<file path="config.mk">
export PLATFORM = sky130hd
export DESIGN_NAME = mem_arbiter
export DESIGN_NICKNAME = d
export VERILOG_FILES = /design/src/rtl/mem_arbiter.sv
export SDC_FILE = /design/constraint.sdc
export NUM_CORES = 1
export LEC_CHECK = 0
export BUFFER_PORTS_ARGS = -buffer_cell sky130_fd_sc_hd__buf_2
export CAP_MARGIN = 20
export CORE_UTILIZATION = 45
export CTS_CLUSTER_DIAMETER = 80
export DETAILED_ROUTE_END_ITERATION = 12
export PLACE_DENSITY = 0.79
export RECOVER_POWER = 50
export SETUP_SLACK_MARGIN = 0.3
export SLEW_MARGIN = 20
export SYNTH_ARGS = -nofsm -noshare
export SYNTH_HDL_FRONTEND = slang
export SYNTH_SLANG_ARGS = --single-unit
</file>
<file path="constraint.sdc">
create_clock -name clk -period 1.9 [get_ports clk]
set_input_delay 0.19 -clock clk [delete_from_list [all_inputs] [get_ports clk]]
set_output_delay 0.19 -clock clk [all_outputs]
set_load 0.02 [all_outputs]
</file>
<file path="src/rtl/mem_arbiter.sv">
// mem_arbiter
//   Two-port arbiter in front of a shared single-port memory. The core port
//   (c_*) and the loader/debug port (l_*) compete for the memory; simultaneous
//   requests alternate round-robin, and the core wins the first contention
//   after reset. Each transaction runs IDLE -> BUSY -> RESP. A BUSY cycle
//   counter aborts a transaction with an error if the memory never answers.
//
// Parameters
//   AW       address width
//   DW       data width
//   TIMEOUT  BUSY cycles without mem_ready before aborting (0 = never)
//
// Ports
//   clk, rst                  rising-edge clock, synchronous active-high reset
//   c_req/c_we/c_addr/c_wdata core request, write enable, address, write data
//   c_rdata/c_ack/c_err       core read data, one-cycle completion, error flag
//   l_*                       same set of signals for the loader/debug port
//   mem_req/mem_we/mem_addr/mem_wdata  request to the shared memory
//   mem_rdata/mem_ready       memory read data and completion strobe
//   owner                     one-hot grant (bit0 core, bit1 loader), 00 idle
module mem_arbiter #(
  parameter int AW      = 32,
  parameter int DW      = 32,
  parameter int TIMEOUT = 255
) (
  input  logic          clk,
  input  logic          rst,

  input  logic          c_req,
  input  logic          c_we,
  input  logic [AW-1:0] c_addr,
  input  logic [DW-1:0] c_wdata,
  output logic [DW-1:0] c_rdata,
  output logic          c_ack,
  output logic          c_err,

  input  logic          l_req,
  input  logic          l_we,
  input  logic [AW-1:0] l_addr,
  input  logic [DW-1:0] l_wdata,
  output logic [DW-1:0] l_rdata,
  output logic          l_ack,
  output logic          l_err,

  output logic          mem_req,
  output logic          mem_we,
  output logic [AW-1:0] mem_addr,
  output logic [DW-1:0] mem_wdata,
  input  logic [DW-1:0] mem_rdata,
  input  logic          mem_ready,

  output logic [1:0]    owner
);

  typedef enum logic [1:0] {
    IDLE = 2'd0,
    BUSY = 2'd1,
    RESP = 2'd2
  } state_t;

  // Counter is wide enough to hold TIMEOUT-1; one bit when timeout is off.
  localparam int CW = (TIMEOUT > 0) ? $clog2(TIMEOUT + 1) : 1;
  localparam logic [CW-1:0] TO_LAST = CW'(TIMEOUT - 1);

  state_t        state;
  logic [CW-1:0] to_cnt;
  logic          last_loader;  // 1: loader was served most recently
  logic          pick_loader;
  logic          timeout_hit;

  // NOTE: every variable assigned in always_comb gets a value on every path
  // (here by construction); a missing default would infer a latch.
  always_comb begin
    pick_loader = 1'b0;
    timeout_hit = 1'b0;
    // Loader wins when alone, or in contention when the core was served last.
    pick_loader = l_req && (!c_req || !last_loader);
    // This BUSY cycle would be the TIMEOUT-th one without mem_ready.
    timeout_hit = (TIMEOUT != 0) && (to_cnt == TO_LAST);
  end

  // NOTE: all state and registered outputs use non-blocking assignments so
  // every register samples pre-edge values; blocking here would create
  // order-dependent simulation and sim/synth mismatches.
  always_ff @(posedge clk) begin
    if (rst) begin
      state       <= IDLE;
      mem_req     <= 1'b0;
      mem_we      <= 1'b0;
      mem_addr    <= '0;
      mem_wdata   <= '0;
      owner       <= 2'b00;
      c_ack       <= 1'b0;
      c_err       <= 1'b0;
      c_rdata     <= '0;
      l_ack       <= 1'b0;
      l_err       <= 1'b0;
      l_rdata     <= '0;
      to_cnt      <= '0;
      last_loader <= 1'b1;
    end else begin
      case (state)
        IDLE: begin
          if (c_req || l_req) begin
            state       <= BUSY;
            mem_req     <= 1'b1;
            to_cnt      <= '0;
            last_loader <= pick_loader;
            owner       <= pick_loader ? 2'b10 : 2'b01;
            mem_we      <= pick_loader ? l_we    : c_we;
            mem_addr    <= pick_loader ? l_addr  : c_addr;
            mem_wdata   <= pick_loader ? l_wdata : c_wdata;
          end
        end

        BUSY: begin
          // mem_ready takes precedence over a timeout in the same cycle.
          if (mem_ready) begin
            state   <= RESP;
            mem_req <= 1'b0;
            if (owner[0]) begin
              c_ack <= 1'b1;
              if (!mem_we) c_rdata <= mem_rdata;
            end else begin
              l_ack <= 1'b1;
              if (!mem_we) l_rdata <= mem_rdata;
            end
          end else if (timeout_hit) begin
            state   <= RESP;
            mem_req <= 1'b0;
            if (owner[0]) begin
              c_ack <= 1'b1;
              c_err <= 1'b1;
              if (!mem_we) c_rdata <= '0;
            end else begin
              l_ack <= 1'b1;
              l_err <= 1'b1;
              if (!mem_we) l_rdata <= '0;
            end
          end else begin
            to_cnt <= to_cnt + 1'b1;
          end
        end

        RESP: begin
          state <= IDLE;
          owner <= 2'b00;
          c_ack <= 1'b0;
          c_err <= 1'b0;
          l_ack <= 1'b0;
          l_err <= 1'b0;
        end

        default: state <= IDLE;
      endcase
    end
  end

endmodule

</file>
==> impl_metrics.prom <==
# TYPE chip_impl_metric gauge
chip_impl_metric{name="layout_worst_path_cycle_share",unit="%"} 90.10
chip_impl_info{name="min_to",value="mem_addr[31]"} 1
chip_impl_metric{name="tritonroute_pass_1_iters",unit=""} 6
chip_impl_metric{name="period_minus_slack",unit="ns"} 1.712
chip_impl_metric{name="ctsHtreeMaxLevel",unit=""} 4
chip_impl_metric{name="placed_area",unit="um^2"} 7559
chip_impl_metric{name="reg2reg_setup_slack",unit="ns"} 0.19
chip_impl_metric{name="area_delta_synth_final",unit="%"} 42.64
chip_impl_metric{name="p_per_area",unit="nW/um^2"} 1041
chip_impl_metric{name="avgSynthCellArea",unit="um^2"} 10.55
chip_impl_metric{name="chipHeight",unit="um"} 116.7
chip_impl_metric{name="synth_sequential_area_ratio",unit="%"} 49.73
chip_impl_metric{name="clock_skew",unit="ns"} 0.009338
chip_impl_metric{name="effective_utilization_at_floorplan",unit="%"} 46.52
chip_impl_metric{name="timing.max_cap.violations",unit=""} 0
chip_impl_metric{name="relative_slew_slack",unit="%"} 56.18
chip_impl_metric{name="cts_sinks",unit=""} 147
chip_impl_metric{name="core_region_area",unit="um^2"} 12720
chip_impl_metric{name="finalWeightedCongestion",unit=""} 0.8212
chip_impl_metric{name="groute.usage.overall",unit="%"} 24.73
chip_impl_info{name="worst-setup-path-type",value="reg2reg"} 1
chip_impl_info{name="synth_area_leader_cell",value="sky130_fd_sc_hd__dfxtp_1"} 1
chip_impl_info{name="rsz0062_at_grt",value="true"} 1
chip_impl_metric{name="globalRoute.totalOverflow",unit=""} 0
chip_impl_metric{name="num_vias",unit=""} 5703
chip_impl_metric{name="fin_area",unit="um^2"} 8442
chip_impl_info{name="synth_most_common_cell",value="sky130_fd_sc_hd__dfxtp_1"} 1
chip_impl_metric{name="synth-seq-cells",unit=""} 147
chip_impl_metric{name="post_drt_wl_per_cell",unit="um"} 17.24
chip_impl_metric{name="drt_wl_total",unit="um"} 18220
chip_impl_metric{name="synth-edff-count",unit=""} 0
chip_impl_metric{name="antenna_found_initial",unit=""} 3
chip_impl_metric{name="ioPinCount",unit=""} 303
chip_impl_metric{name="synth-warning-count",unit=""} 0
chip_impl_metric{name="route.detailed.vias_per_inst",unit=""} 5.395
chip_impl_info{name="critPathLaunchType",value="register"} 1
chip_impl_metric{name="cts_inserted_buffers",unit=""} 17
chip_impl_metric{name="holdPathStages",unit=""} 3
chip_impl_info{name="clock_tree.root_cell",value="sky130_fd_sc_hd__clkbuf_16"} 1
chip_impl_metric{name="netlist_instances",unit=""} 561
chip_impl_metric{name="synth-async-reset-ratio",unit="%"} 0
chip_impl_metric{name="total_power_draw",unit="uW"} 8788
chip_impl_metric{name="layout-drive-gt1-share",unit="%"} 30.92
chip_impl_metric{name="cts.reportedPaths.clkPinSlew",unit="ns"} 0.06
chip_impl_metric{name="setup-violations-final",unit=""} 0
chip_impl_metric{name="largest_net_degree_at_the_start_of_global_routing",unit=""} 65
chip_impl_metric{name="number_of_pins_exceeding_their_max_slew_limit_in_the_final_report",unit=""} 0
chip_impl_metric{name="antenna_violating_nets_post_route",unit=""} 0
chip_impl_metric{name="buffer_ports.inserted",unit=""} 302
chip_impl_metric{name="drc",unit=""} 0
chip_impl_info{name="crit_path_end_kind",value="register"} 1
chip_impl_metric{name="first_pass_grt_wire_length",unit="um"} 25540
chip_impl_info{name="cts_tree",value="built"} 1
chip_impl_metric{name="final.setup.tns",unit="ns"} 0
chip_impl_metric{name="finalCoreUtilization",unit="%"} 66.36
chip_impl_metric{name="num-nets-final",unit=""} 1042
chip_impl_metric{name="insertion_delay",unit="ns"} 0.42
chip_impl_metric{name="die_w",unit="um"} 116.7
chip_impl_metric{name="final.fill_count",unit=""} 1119
chip_impl_metric{name="final_hold_viol_count",unit=""} 0
chip_impl_metric{name="synth.lib_cells_used.distinct",unit=""} 42
chip_impl_metric{name="post_synthesis_cell_area",unit="um^2"} 5918
chip_impl_metric{name="path_max_fanout",unit=""} 32
chip_impl_metric{name="synth_top_area_share",unit="%"} 49.73
chip_impl_info{name="worst_r2r_endpoint",value="l_rdata[31]"} 1
chip_impl_info{name="worstHoldPathType",value="in2reg"} 1
chip_impl_info{name="rr_startpoint",value="to_cnt[0]"} 1
chip_impl_info{name="status",value="complete, no violations"} 1
chip_impl_metric{name="critical_path_arrival",unit="ns"} 2.06
chip_impl_info{name="synth_top_flop_cell",value="sky130_fd_sc_hd__dfxtp_1"} 1
chip_impl_metric{name="vias_in_the_first_global_route",unit=""} 5006
chip_impl_info{name="worstHoldStart",value="l_addr[31]"} 1
chip_impl_info{name="synth.cells.most_frequent",value="sky130_fd_sc_hd__dfxtp_1, sky130_fd_sc_hd__nor2_1, sky130_fd_sc_hd__a32o_1"} 1
chip_impl_info{name="ys_top_cells_by_area",value="sky130_fd_sc_hd__dfxtp_1, sky130_fd_sc_hd__a32o_1, sky130_fd_sc_hd__mux2i_1, sky130_fd_sc_hd__a211oi_1, sky130_fd_sc_hd__nor2_1"} 1
chip_impl_metric{name="clk_path_buf_depth",unit=""} 2
chip_impl_metric{name="detailed_place_hpwl",unit="um"} 11760
chip_impl_metric{name="floorplan.die_area",unit="um^2"} 13610
chip_impl_metric{name="cts_hold_buf",unit=""} 0
chip_impl_metric{name="worst_tran_pin_value",unit="ns"} 0.6573
chip_impl_metric{name="dr.first_iter.drc_count",unit=""} 407
chip_impl_metric{name="vdd_ir_drop_max",unit="mV"} 0.5564
chip_impl_metric{name="r2r_cells",unit=""} 8
chip_impl_metric{name="syn-num-nets",unit=""} 733
chip_impl_metric{name="timing.hold.ws",unit="ns"} 0.02134
chip_impl_metric{name="required",unit="ns"} 2.25
chip_impl_metric{name="p_leak",unit="uW"} 0.003414
chip_impl_metric{name="timing.fmax",unit="MHz"} 584.2
chip_impl_metric{name="num_rows",unit=""} 41
==> critical path, stage by stage, from the launching register on <==
cell and delay [ns]:
sky130_fd_sc_hd__dfxtp_2 0.34, sky130_fd_sc_hd__inv_2 0.04, sky130_fd_sc_hd__ha_1 0.21, sky130_fd_sc_hd__and3_4 0.20
sky130_fd_sc_hd__a21o_4 0.21, sky130_fd_sc_hd__buf_4 0.15, sky130_fd_sc_hd__a21oi_4 0.14, sky130_fd_sc_hd__buf_12 0.21
sky130_fd_sc_hd__a32o_1 0.15
==> flip-flops by register name, summed over array words and instances, names as in the netlist <==
signal and cells:
mem_wdata 32, c_rdata 32, state 2, last_loader 1, l_ack 1, l_rdata 32, c_err 1, mem_req 1
owner 2, to_cnt 8, mem_addr 32, mem_we 1, c_ack 1, l_err 1
==> logic make-up (layout without fill, tap and decap cells) <==
kind of cell             after synthesis  count (layout)  synth area share, %
other                                  0               2                    0
AND/OR/NAND/NOR                      109             109                8.351
adder cells (fa/ha/maj)                5               5                1.057
multiplexers                          63              63                10.66
flip-flops                           147             147                49.73
buffers and inverters                 62             384                5.455
AO/OA/AOI/OAI                        175             175                24.76
==> how the worst max path moves through the flow <==
stage	from	slack [ns]	end	depth (start not counted)
6_report	to_cnt[0]	0.19	l_rdata[31]	8
5_1_grt	state[0]	0.10	to_cnt[0]	7
4_1_cts	to_cnt[0]	0.26	l_rdata[25]	8
3_5_place_dp	state[1]	0.07	to_cnt[4]	6
3_3_place_gp	to_cnt[0]	0.19	to_cnt[6]	6
2_1_floorplan	to_cnt[0]	0.32	to_cnt[6]	6
==> report_power, final <==
group / switching [uW] / internal, uW
Combinational: 1300 / 839
Clock: 1280 / 1840
Sequential: 159 / 3370
Total: 2740 / 6050
==> per-layer routing <==
layer	vias to the layer above	global-route usage, %	routed length, um
li1	2781	-	-
met4	4	10.30	371
met2	227	44.38	9515
met3	30	7.265	1228
met5	-	0	22
met1	2661	27.18	7087
==> layout make-up <==
cell class,instances,area (um^2),share of cell area (%)
inverters,11,43.79,0.5187
repair buffers,341,1857,21.99
flip-flops and latches,147,2945,34.89
clock buffers,21,450.4,5.336
clock inverters,11,102.6,1.215
diodes,2,5.005,0.05929
multi-input cells,352,2823,33.44
well taps,172,215.2,2.549
==> layout by cell type, fill, tap and decap left out, types with 4 or more instances in the layout <==
| cell type | netlist | layout |
|---|---|---|
| sky130_fd_sc_hd__a21oi_1 | 9 | 9 |
| sky130_fd_sc_hd__buf_12 | 0 | 5 |
| sky130_fd_sc_hd__a211oi_1 | 63 | 46 |
| sky130_fd_sc_hd__o21ai_0 | 8 | 8 |
| sky130_fd_sc_hd__clkbuf_1 | 24 | 138 |
| sky130_fd_sc_hd__a31oi_1 | 13 | 13 |
| sky130_fd_sc_hd__mux2i_1 | 63 | 63 |
| sky130_fd_sc_hd__a211oi_2 | 0 | 17 |
| sky130_fd_sc_hd__nand2_1 | 9 | 9 |
| sky130_fd_sc_hd__dfxtp_1 | 147 | 145 |
| sky130_fd_sc_hd__buf_4 | 8 | 21 |
| sky130_fd_sc_hd__clkbuf_16 | 0 | 20 |
| sky130_fd_sc_hd__buf_2 | 12 | 167 |
| sky130_fd_sc_hd__buf_16 | 0 | 4 |
| sky130_fd_sc_hd__a32o_1 | 65 | 65 |
| sky130_fd_sc_hd__nand3_1 | 7 | 7 |
| sky130_fd_sc_hd__nor2_1 | 76 | 75 |
| sky130_fd_sc_hd__buf_6 | 6 | 5 |
| sky130_fd_sc_hd__inv_1 | 10 | 8 |
==> timing repair <==
| item | 4_1_cts | 5_1_grt |
|---|---|---|
| cloned | 4 | 3 |
| pin swaps | 5 | 5 |
| setup buffers | 9 | 8 |
| setup endpoints to repair | 127 | 139 |
| gates resized for setup | 23 | 25 |
==> through the flow <==
step,worst slack (ns),cells
4_1_cts,0.2639,1044
6_report,0.1881,1057
5_1_grt,0.1039,1055
3_3_place_gp,0.1899,999
3_5_place_dp,0.07238,999
2_1_floorplan,0.3241,561
(Power assumes the default switching activity.)
